## src/rtl/keypad_pkg.sv

```systemverilog
// Shared keypad IO definitions: debounce states, matrix geometry
// and the key-index-to-symbol table used by software-facing decode.
package keypad_pkg;

  localparam int KEY_ROWS = 4;
  localparam int KEY_COLS = 4;

  typedef enum logic [1:0] {
    IDLE,
    DEBOUNCE,
    PRESSED,
    RELEASE
  } kp_state_e;

  localparam logic [7:0] KEY_SYM [16] = '{
    8'h31, 8'h32, 8'h33, 8'h41,
    8'h34, 8'h35, 8'h36, 8'h42,
    8'h37, 8'h38, 8'h39, 8'h43,
    8'h2A, 8'h30, 8'h23, 8'h44
  };

  function automatic logic [7:0] key_sym(input logic [3:0] idx);
    return KEY_SYM[idx];
  endfunction

endpackage

```

## src/rtl/keypad_col_driver.sv

```systemverilog
// Column scan timing: dwell counter, one-hot-low column rotation,
// per-column sample strobe and end-of-scan strobe.
module keypad_col_driver
  import keypad_pkg::*;
#(
  parameter int SCAN_CYCLES = 10000
) (
  input  logic       clk,
  input  logic       rst_n,
  output logic [3:0] col_o,
  output logic [1:0] col_idx_o,
  output logic       sample_o,
  output logic       scan_done_o
);

  localparam int DW = $clog2(SCAN_CYCLES);
  localparam logic [DW-1:0] LAST = DW'(SCAN_CYCLES - 1);

  logic [DW-1:0] dwell_q, dwell_d;
  logic [1:0]    col_q, col_d;

  always_comb begin
    sample_o    = (dwell_q == LAST);
    dwell_d     = sample_o ? '0 : dwell_q + 1'b1;
    col_d       = sample_o ? col_q + 2'd1 : col_q;
    scan_done_o = sample_o && (col_q == 2'd3);
    col_o       = ~(4'b0001 << col_q);
    col_idx_o   = col_q;
  end

  always_ff @(posedge clk or negedge rst_n) begin
    if (!rst_n) begin
      dwell_q <= '0;
      col_q   <= '0;
    end else begin
      dwell_q <= dwell_d;
      col_q   <= col_d;
    end
  end

endmodule

```

## src/rtl/keypad_scanner.sv

```systemverilog
// 4x4 keypad scanner: row sync, per-scan priority hit, debounce FSM
// and a single-entry valid/ready event register with sticky overflow.
module keypad_scanner
  import keypad_pkg::*;
#(
  parameter int SCAN_CYCLES    = 10000,
  parameter int DEBOUNCE_SCANS = 3
) (
  input  logic       clk,
  input  logic       rst_n,
  input  logic [3:0] row_in,
  output logic [3:0] col_out,
  output logic       key_valid,
  output logic [3:0] key_code,
  input  logic       key_ready,
  output logic       key_down,
  output logic       overflow
);

  localparam int CW = $clog2(DEBOUNCE_SCANS + 1);
  localparam logic [CW-1:0] CNT_MAX = CW'(DEBOUNCE_SCANS);
  localparam logic [CW-1:0] CNT_ONE = CW'(1);

  logic [3:0] rs1_q, rs2_q;
  logic [1:0] col_idx;
  logic       sample, scan_done;

  keypad_col_driver #(
    .SCAN_CYCLES(SCAN_CYCLES)
  ) u_cols (
    .clk        (clk),
    .rst_n      (rst_n),
    .col_o      (col_out),
    .col_idx_o  (col_idx),
    .sample_o   (sample),
    .scan_done_o(scan_done)
  );

  logic       cur_hit;
  logic [1:0] cur_row;
  logic [3:0] cur_code;
  logic       hit_q;
  logic [3:0] code_q;
  logic       scan_hit;
  logic [3:0] scan_code;

  always_comb begin
    cur_hit = ~&rs2_q;
    cur_row = '0;
    for (int r = 3; r >= 0; r--) begin
      if (!rs2_q[r]) cur_row = 2'(r);
    end
    cur_code  = {cur_row, col_idx};
    scan_hit  = hit_q || cur_hit;
    scan_code = hit_q ? code_q : cur_code;
  end

  kp_state_e   state_q, state_d;
  logic [3:0]  cand_q, cand_d;
  logic [CW-1:0] cnt_q, cnt_d, cnt_inc;
  logic        emit;

  always_comb begin
    state_d = state_q;
    cand_d  = cand_q;
    cnt_d   = cnt_q;
    emit    = 1'b0;
    cnt_inc = (cnt_q == CNT_MAX) ? cnt_q : cnt_q + 1'b1;
    if (scan_done) begin
      unique case (state_q)
        IDLE: if (scan_hit) begin
          cand_d = scan_code;
          cnt_d  = CNT_ONE;
          if (DEBOUNCE_SCANS == 1) begin
            state_d = PRESSED;
            emit    = 1'b1;
          end else begin
            state_d = DEBOUNCE;
          end
        end
        DEBOUNCE: if (!scan_hit) begin
          state_d = IDLE;
        end else if (scan_code != cand_q) begin
          cand_d = scan_code;
          cnt_d  = CNT_ONE;
        end else begin
          cnt_d = cnt_inc;
          if (cnt_inc == CNT_MAX) begin
            state_d = PRESSED;
            emit    = 1'b1;
          end
        end
        PRESSED: if (!scan_hit) begin
          cnt_d   = CNT_ONE;
          state_d = (DEBOUNCE_SCANS == 1) ? IDLE : RELEASE;
        end
        RELEASE: if (scan_hit) begin
          state_d = PRESSED;
        end else begin
          cnt_d = cnt_inc;
          if (cnt_inc == CNT_MAX) state_d = IDLE;
        end
        default: state_d = IDLE;
      endcase
    end
  end

  logic       valid_q, valid_d;
  logic [3:0] kcode_q, kcode_d;
  logic       ovf_q, ovf_d;

  // A pending event is never overwritten unless it is taken this cycle
  always_comb begin
    valid_d = valid_q;
    kcode_d = kcode_q;
    ovf_d   = ovf_q;
    if (emit) begin
      if (!valid_q || key_ready) begin
        valid_d = 1'b1;
        kcode_d = scan_code;
      end else begin
        ovf_d = 1'b1;
      end
    end else if (valid_q && key_ready) begin
      valid_d = 1'b0;
    end
  end

  always_ff @(posedge clk or negedge rst_n) begin
    if (!rst_n) begin
      rs1_q   <= 4'hF;
      rs2_q   <= 4'hF;
      hit_q   <= 1'b0;
      code_q  <= '0;
      state_q <= IDLE;
      cand_q  <= '0;
      cnt_q   <= '0;
      valid_q <= 1'b0;
      kcode_q <= '0;
      ovf_q   <= 1'b0;
    end else begin
      rs1_q   <= row_in;
      rs2_q   <= rs1_q;
      if (sample && (col_idx == 2'd0 || !hit_q)) begin
        hit_q  <= cur_hit;
        code_q <= cur_code;
      end
      state_q <= state_d;
      cand_q  <= cand_d;
      cnt_q   <= cnt_d;
      valid_q <= valid_d;
      kcode_q <= kcode_d;
      ovf_q   <= ovf_d;
    end
  end

  assign key_valid = valid_q;
  assign key_code  = kcode_q;
  assign overflow  = ovf_q;
  assign key_down  = (state_q == PRESSED) || (state_q == RELEASE);

endmodule

```

## config.mk

```make
export PLATFORM = sky130hd
export DESIGN_NAME = keypad_scanner
export DESIGN_NICKNAME = d
export VERILOG_FILES = /design/src/rtl/keypad_pkg.sv /design/src/rtl/keypad_col_driver.sv /design/src/rtl/keypad_scanner.sv
export SDC_FILE = /design/constraint.sdc
export NUM_CORES = 1
export LEC_CHECK = 0
export BUFFER_PORTS_ARGS = -buffer_cell sky130_fd_sc_hd__buf_2
export CORE_UTILIZATION = 42
export CTS_CLUSTER_SIZE = 40
export DETAILED_ROUTE_END_ITERATION = 10
export SLEW_MARGIN = 20
export SYNTH_ARGS = -nofsm -noshare
export SYNTH_HDL_FRONTEND = slang
export SYNTH_SLANG_ARGS = --single-unit
```

## constraint.sdc

```tcl
create_clock -name clk -period 5.6 [get_ports clk]
set_input_delay 0 -clock clk [delete_from_list [all_inputs] [get_ports clk]]
set_output_delay 0 -clock clk [all_outputs]
set_load 0.005 [all_outputs]
```

Word level (Yosys, flattened, before mapping)

Index checks and enable logic that the tools add are counted.

Output and inout port bits: 11
Word-level logic and storage cells: 88
Register bits: 43
Bits of input ports: 7

Bitwise operators: 2
Add/subtract/negate cells: 3
Eq/ne operators: 17
Shift operators: 1
Muxes and demuxes: 32
Reduce and logical (&&, ||, !) cells: 21

Operators by type and width:

| kind                                             | count |
|---|---|
| two-way mux 2 bit                                | 16 |
| two-way mux 4 bit                                | 4 |
| case mux 2 bit (4 select lines)                  | 2 |
| adder 14 x 1 -> 14 bit (second input constant)   | 1 |
| == test 14 bit (second input constant)           | 1 |
| two-way mux 14 bit                               | 1 |
| == test 2 bit (second input constant)            | 5 |
| inequality test 2 bit (second input constant)    | 5 |
| AND reduction 5 bit                              | 2 |
| inequality test 3 bit (second input constant)    | 3 |
| two-way mux 1 bit                                | 8 |
| case mux 4 bit (2 select lines)                  | 1 |
| AND reduction 2 bit                              | 3 |
| AND reduction 6 bit                              | 1 |
| adder 2 x 1 -> 2 bit (second input constant)     | 2 |
| logical NOT 2 bit                                | 2 |
| logical OR 1 bit                                 | 4 |
| inequality test 4 bit                            | 1 |
| inverter 4 bit                                   | 1 |
| AND reduction 4 bit                              | 1 |
| nonzero test 2 bit                               | 2 |
| << shifter 1 x 2 -> 4 bit (first input constant) | 1 |
| logical AND 1 bit                                | 3 |
| logical NOT 1 bit                                | 3 |
| other kinds (3)                                  | 3 |

Depth between registers and ports, before layout

Word-level depth: 12
Mapped depth: 7
Depth with buffers taken out: 7

Hierarchy

A second synthesis with hierarchy kept.

Cell total of the unflattened synthesis: 170
Area, all modules: 2020.7 µm²

By module, submodules not included:

| module            | times used | cells each | area an instance (µm²) | seq. area each (µm²) |
|---|---|---|---|---|
| keypad_scanner    | 1          | 95         | 1208.7                 | 685.7 |
| keypad_col_driver | 1          | 75         | 812.0                  | 400.4 |

Worst setup path before layout

No wires, ideal clock.

Path type: reg-to-reg
Start point: register u_cols.dwell_q[7]
End point: register cand_q[0]
Path buffers: 0
Period minus slack after synthesis: 2.244 ns
Stages on the path, launching flop included: 7
Setup time: 0.128 ns
Data arrival time: 2.116 ns
Data required time: 5.472 ns
Path slack: 3.356 ns
Cells stage by stage: dfrtp_1 > or4b_4 > nor4b_4 > nand2_2 > nor3_4 > a21boi_2 > mux2_1

Word-level cells in the longest chain between the ends: 3

RTL lines:

| element                       | RTL line                | source |
|---|---|---|
| start: declaration            | keypad_col_driver.sv:19 | `logic [DW-1:0] dwell_q, dwell_d;` |
| start signal: assignment      | keypad_col_driver.sv:36 | `dwell_q <= dwell_d;` |
| == test 14 bit                | keypad_col_driver.sv:23 | `sample_o = (dwell_q == LAST);` |
| logical AND 1 bit             | keypad_col_driver.sv:26 | `scan_done_o = sample_o && (col_q == 2'd3);` |
| AND reduction 5 bit (no line) | --                      |  |
| end signal: assignment        | keypad_scanner.sv:149   | `cand_q <= cand_d;` |
| end: declaration              | keypad_scanner.sv:59    | `logic [3:0] cand_q, cand_d;` |

Every way passes these cells.
A chain may end at the register's enable or synchronous reset.

Worst setup path after layout

Start point: register u_cols.dwell_q[7]
End point: register cand_q[3]

The elaborated chain is that of the path after synthesis.

==> flow_summary.ini <==
[sta]
skew_ns = 0.00915
setup-violations-final = 0
finalSetupTns_ns = 0
slew_violations = 0
holdWs_ns = 0.357
rsz0062_at_grt = no
max_slew_margin_pct = 38.8
max_slew.worst_pin.slew_ns = 0.918
fin_ws_ns = 2.84
period_minus_slack_ns = 2.76
min_period_over_period_pct = 49.3
clock.fmax_mhz = 363
hold_viol = 0

[logic_synthesis]
async_flop_share_pct = 100
synth_fp_nets = 176
yosysTopAreaCellShare_pct = 44.9
synthTopCellsByCount = dfrtp_1 (35), nor2_1 (13), nand2_1 (11)
syn-mean-instance-area_um2 = 11.9
ys.flop_type = dfrtp_1
ys_types = 38
yosys_warnings = 0
synth_area_leaders = dfrtp_1 (45%), dfstp_2 (11%), mux2_2 (5.8%), xnor2_1 (4.5%), xor2_1 (3.6%)
syn_inst = 164
yosys.cell_count.top_type = dfrtp_1
yosysSeqAreaShare_pct = 55.6
synth.ff_latch_count = 43
synth_enable_flop_cells = 0
netlist_area_mm2 = 0.00195
synth_top_area_cell = dfrtp_1

[clocking]
cts_sinks = 43
post_cts_buffers = 0
clk_pin_slew_ns = 0.07
clockBufferDepth = 2
h-tree-depth = 2
cts_buffers = 5
root_buffer = clkbuf_8
insertion_delay_ns = 0.29
cts_tree = built

[setup_path]
max_stage_delay_ns = 0.69
cp_slowest_cell = nor4b_4
crit_buf_inv = 0
crit_family = simple AND/OR/NAND/NOR gates
path_max_fanout = 16
crit_chain = or4b_4 -> nor4b_4 -> nand2_2 -> nor3_4 -> a21boi_2 -> mux2_1
path_class = reg -> reg
cp-start-kind = register
ff2ff_setup_slack_ns = 2.84
end_kind = register
critPathRequiredTime_ns = 5.77
arrival_ns = 2.93

[grt]
met2_usage_pct = 26.0
top_usage_layer = met2
grt_use_met1_pct = 19.8
grt_antenna_before_repair = 0
grt_pass1_vias = 1284
grt.met3_usage_pct = 5.19
grt_pass1_wl_um = 6000
grt_max_degree = 44
groute.usage.overall_pct = 15.9
grt_overflow = 0

[floorplanning]
fp.dieW_um = 70.2
coreArea_mm2 = 0.00441
die_h_um = 70.2
rows = 24
dieArea_mm2 = 0.00492
start_util_pct = 44.2
ios = 18

[run]
drv_cap = 0

[layout]
layout.cells.non_filler = 243
fin_area_mm2 = 0.00223
diodes = 0
layout.nets = 202
utilization_pct = 50.5
layout-drive-gt1-share_pct = 24.6
fillers = 396
syn_to_final_growth_pct = 14.1

[power_and_ir_drop]
power.share.sequential_pct = 61.3
leakage_nw = 1.08
internal_power_mw = 0.410
switching_share_pct = 20.8
pwr_density_cell_mw_per_mm2 = 233
clkPwrFrac_pct = 35.6
p_switching_mw = 0.108
finalPower_mw = 0.518
ir_drop_mv = 0.126
power.share.combinational_pct = 3.2

[placement]
routabilityCongestion = 0.838
placedCellCount = 229
pre_cts_ws_ns = 2.77
numPortBuffers = 17
placed_area_mm2 = 0.00209
dp_hpwl_um = 2320

[routing]
drc = 0
ant_nets = 0
wl_per_cell_um = 13.6
drt_iter0_drc = 82
via_count = 1241
first_pass_iters = 4
vias_per_cell = 5.11
wl_um = 3300

[status]
status = finished clean

[hold_path]
hp-class = reg -> reg
==> routing by layer <==
metal | vias up | part of all wire, %
met2 | 14 | 49
li1 | 611 | -
met5 | - | 0
met1 | 610 | 47
met4 | 0 | 1.5
met3 | 6 | 3.1
==> sequential cells by signal, summed over array words and instances, names as in the netlist, named ones only <==
name / flops
cnt_q: 2
state_q: 1
key_code: 4
rs1_q: 4
hit_q: 1
u_cols.col_idx_o: 2
code_q: 4
cand_q: 4
key_valid: 1
overflow: 1
rs2_q: 4
u_cols.dwell_q: 14
==> logic make-up (layout without fill, tap and decap cells) <==
group,Yosys count,count (layout),synth area share (%)
and+or+nand+nor,55,55,16.3
AOI/OAI and AO/OA,17,17,6.41
adders and majority gates,5,5,3.21
xor gates and xnor gates,18,18,8.08
DFF,43,43,55.6
buffers and inverters,12,39,2.31
muxes,14,14,8.01
==> cell type report <==
type | instances | area, um^2 | area share [%]
Sequential cell | 43 | 1090 | 48.8
Multi-Input combinational cell | 109 | 821 | 36.9
Timing Repair Buffer | 23 | 145 | 6.52
Clock buffer | 8 | 80.1 | 3.60
Tap cell | 52 | 65.1 | 2.92
Inverter | 8 | 30.0 | 1.35
==> power groups by stage <==
stage               sequential, mW  combinational, mW  clock [mW]
floorplan                    0.323            0.00449           0
global placement             0.323             0.0134           0
detailed placement           0.323             0.0138           0
CTS                          0.317             0.0166       0.192
global route                 0.318             0.0192       0.207
finish                       0.317             0.0165       0.184
==> path summary, 6_finish.rpt <==
path,startpoint,endpoint,cells after the start
worst min register to register,rs1_q[2],rs2_q[2],0
min in group asynchronous,rst_n,key_code[1],2
max in group asynchronous,rst_n,u_cols.dwell_q[10],2
worst min-delay path,rs1_q[2],rs2_q[2],0
worst max register to register,u_cols.dwell_q[7],cand_q[3],6
worst max-delay path,u_cols.dwell_q[7],cand_q[3],6
==> cells in the final DEF, fill, tap and decap left out, types with 2 or more instances in the layout <==
cell type	n
xnor2_1	10
dfrtp_1	35
nor2_1	13
nand2b_1	2
nand4_1	5
and3_1	3
ha_1	5
a21oi_1	3
xor2_1	8
mux2_1	3
nand2_1	11
buf_2	17
mux2_2	10
and2_1	2
clkbuf_1	3
dfstp_2	8
a41oi_1	2
nand3b_1	2
inv_1	8
nor3_1	3
o31ai_1	2
o21ai_0	3
dlygate4sd3_1	6
nand3_1	5
clkbuf_8	5
a21boi_2	2
==> what timing repair did <==
action / in CTS / in global routing
resized for setup: 0 / 0
hold endpoints to repair: 39 / 1
hold buffers: 5 / 1
Power figures use the tool's default switching activity.
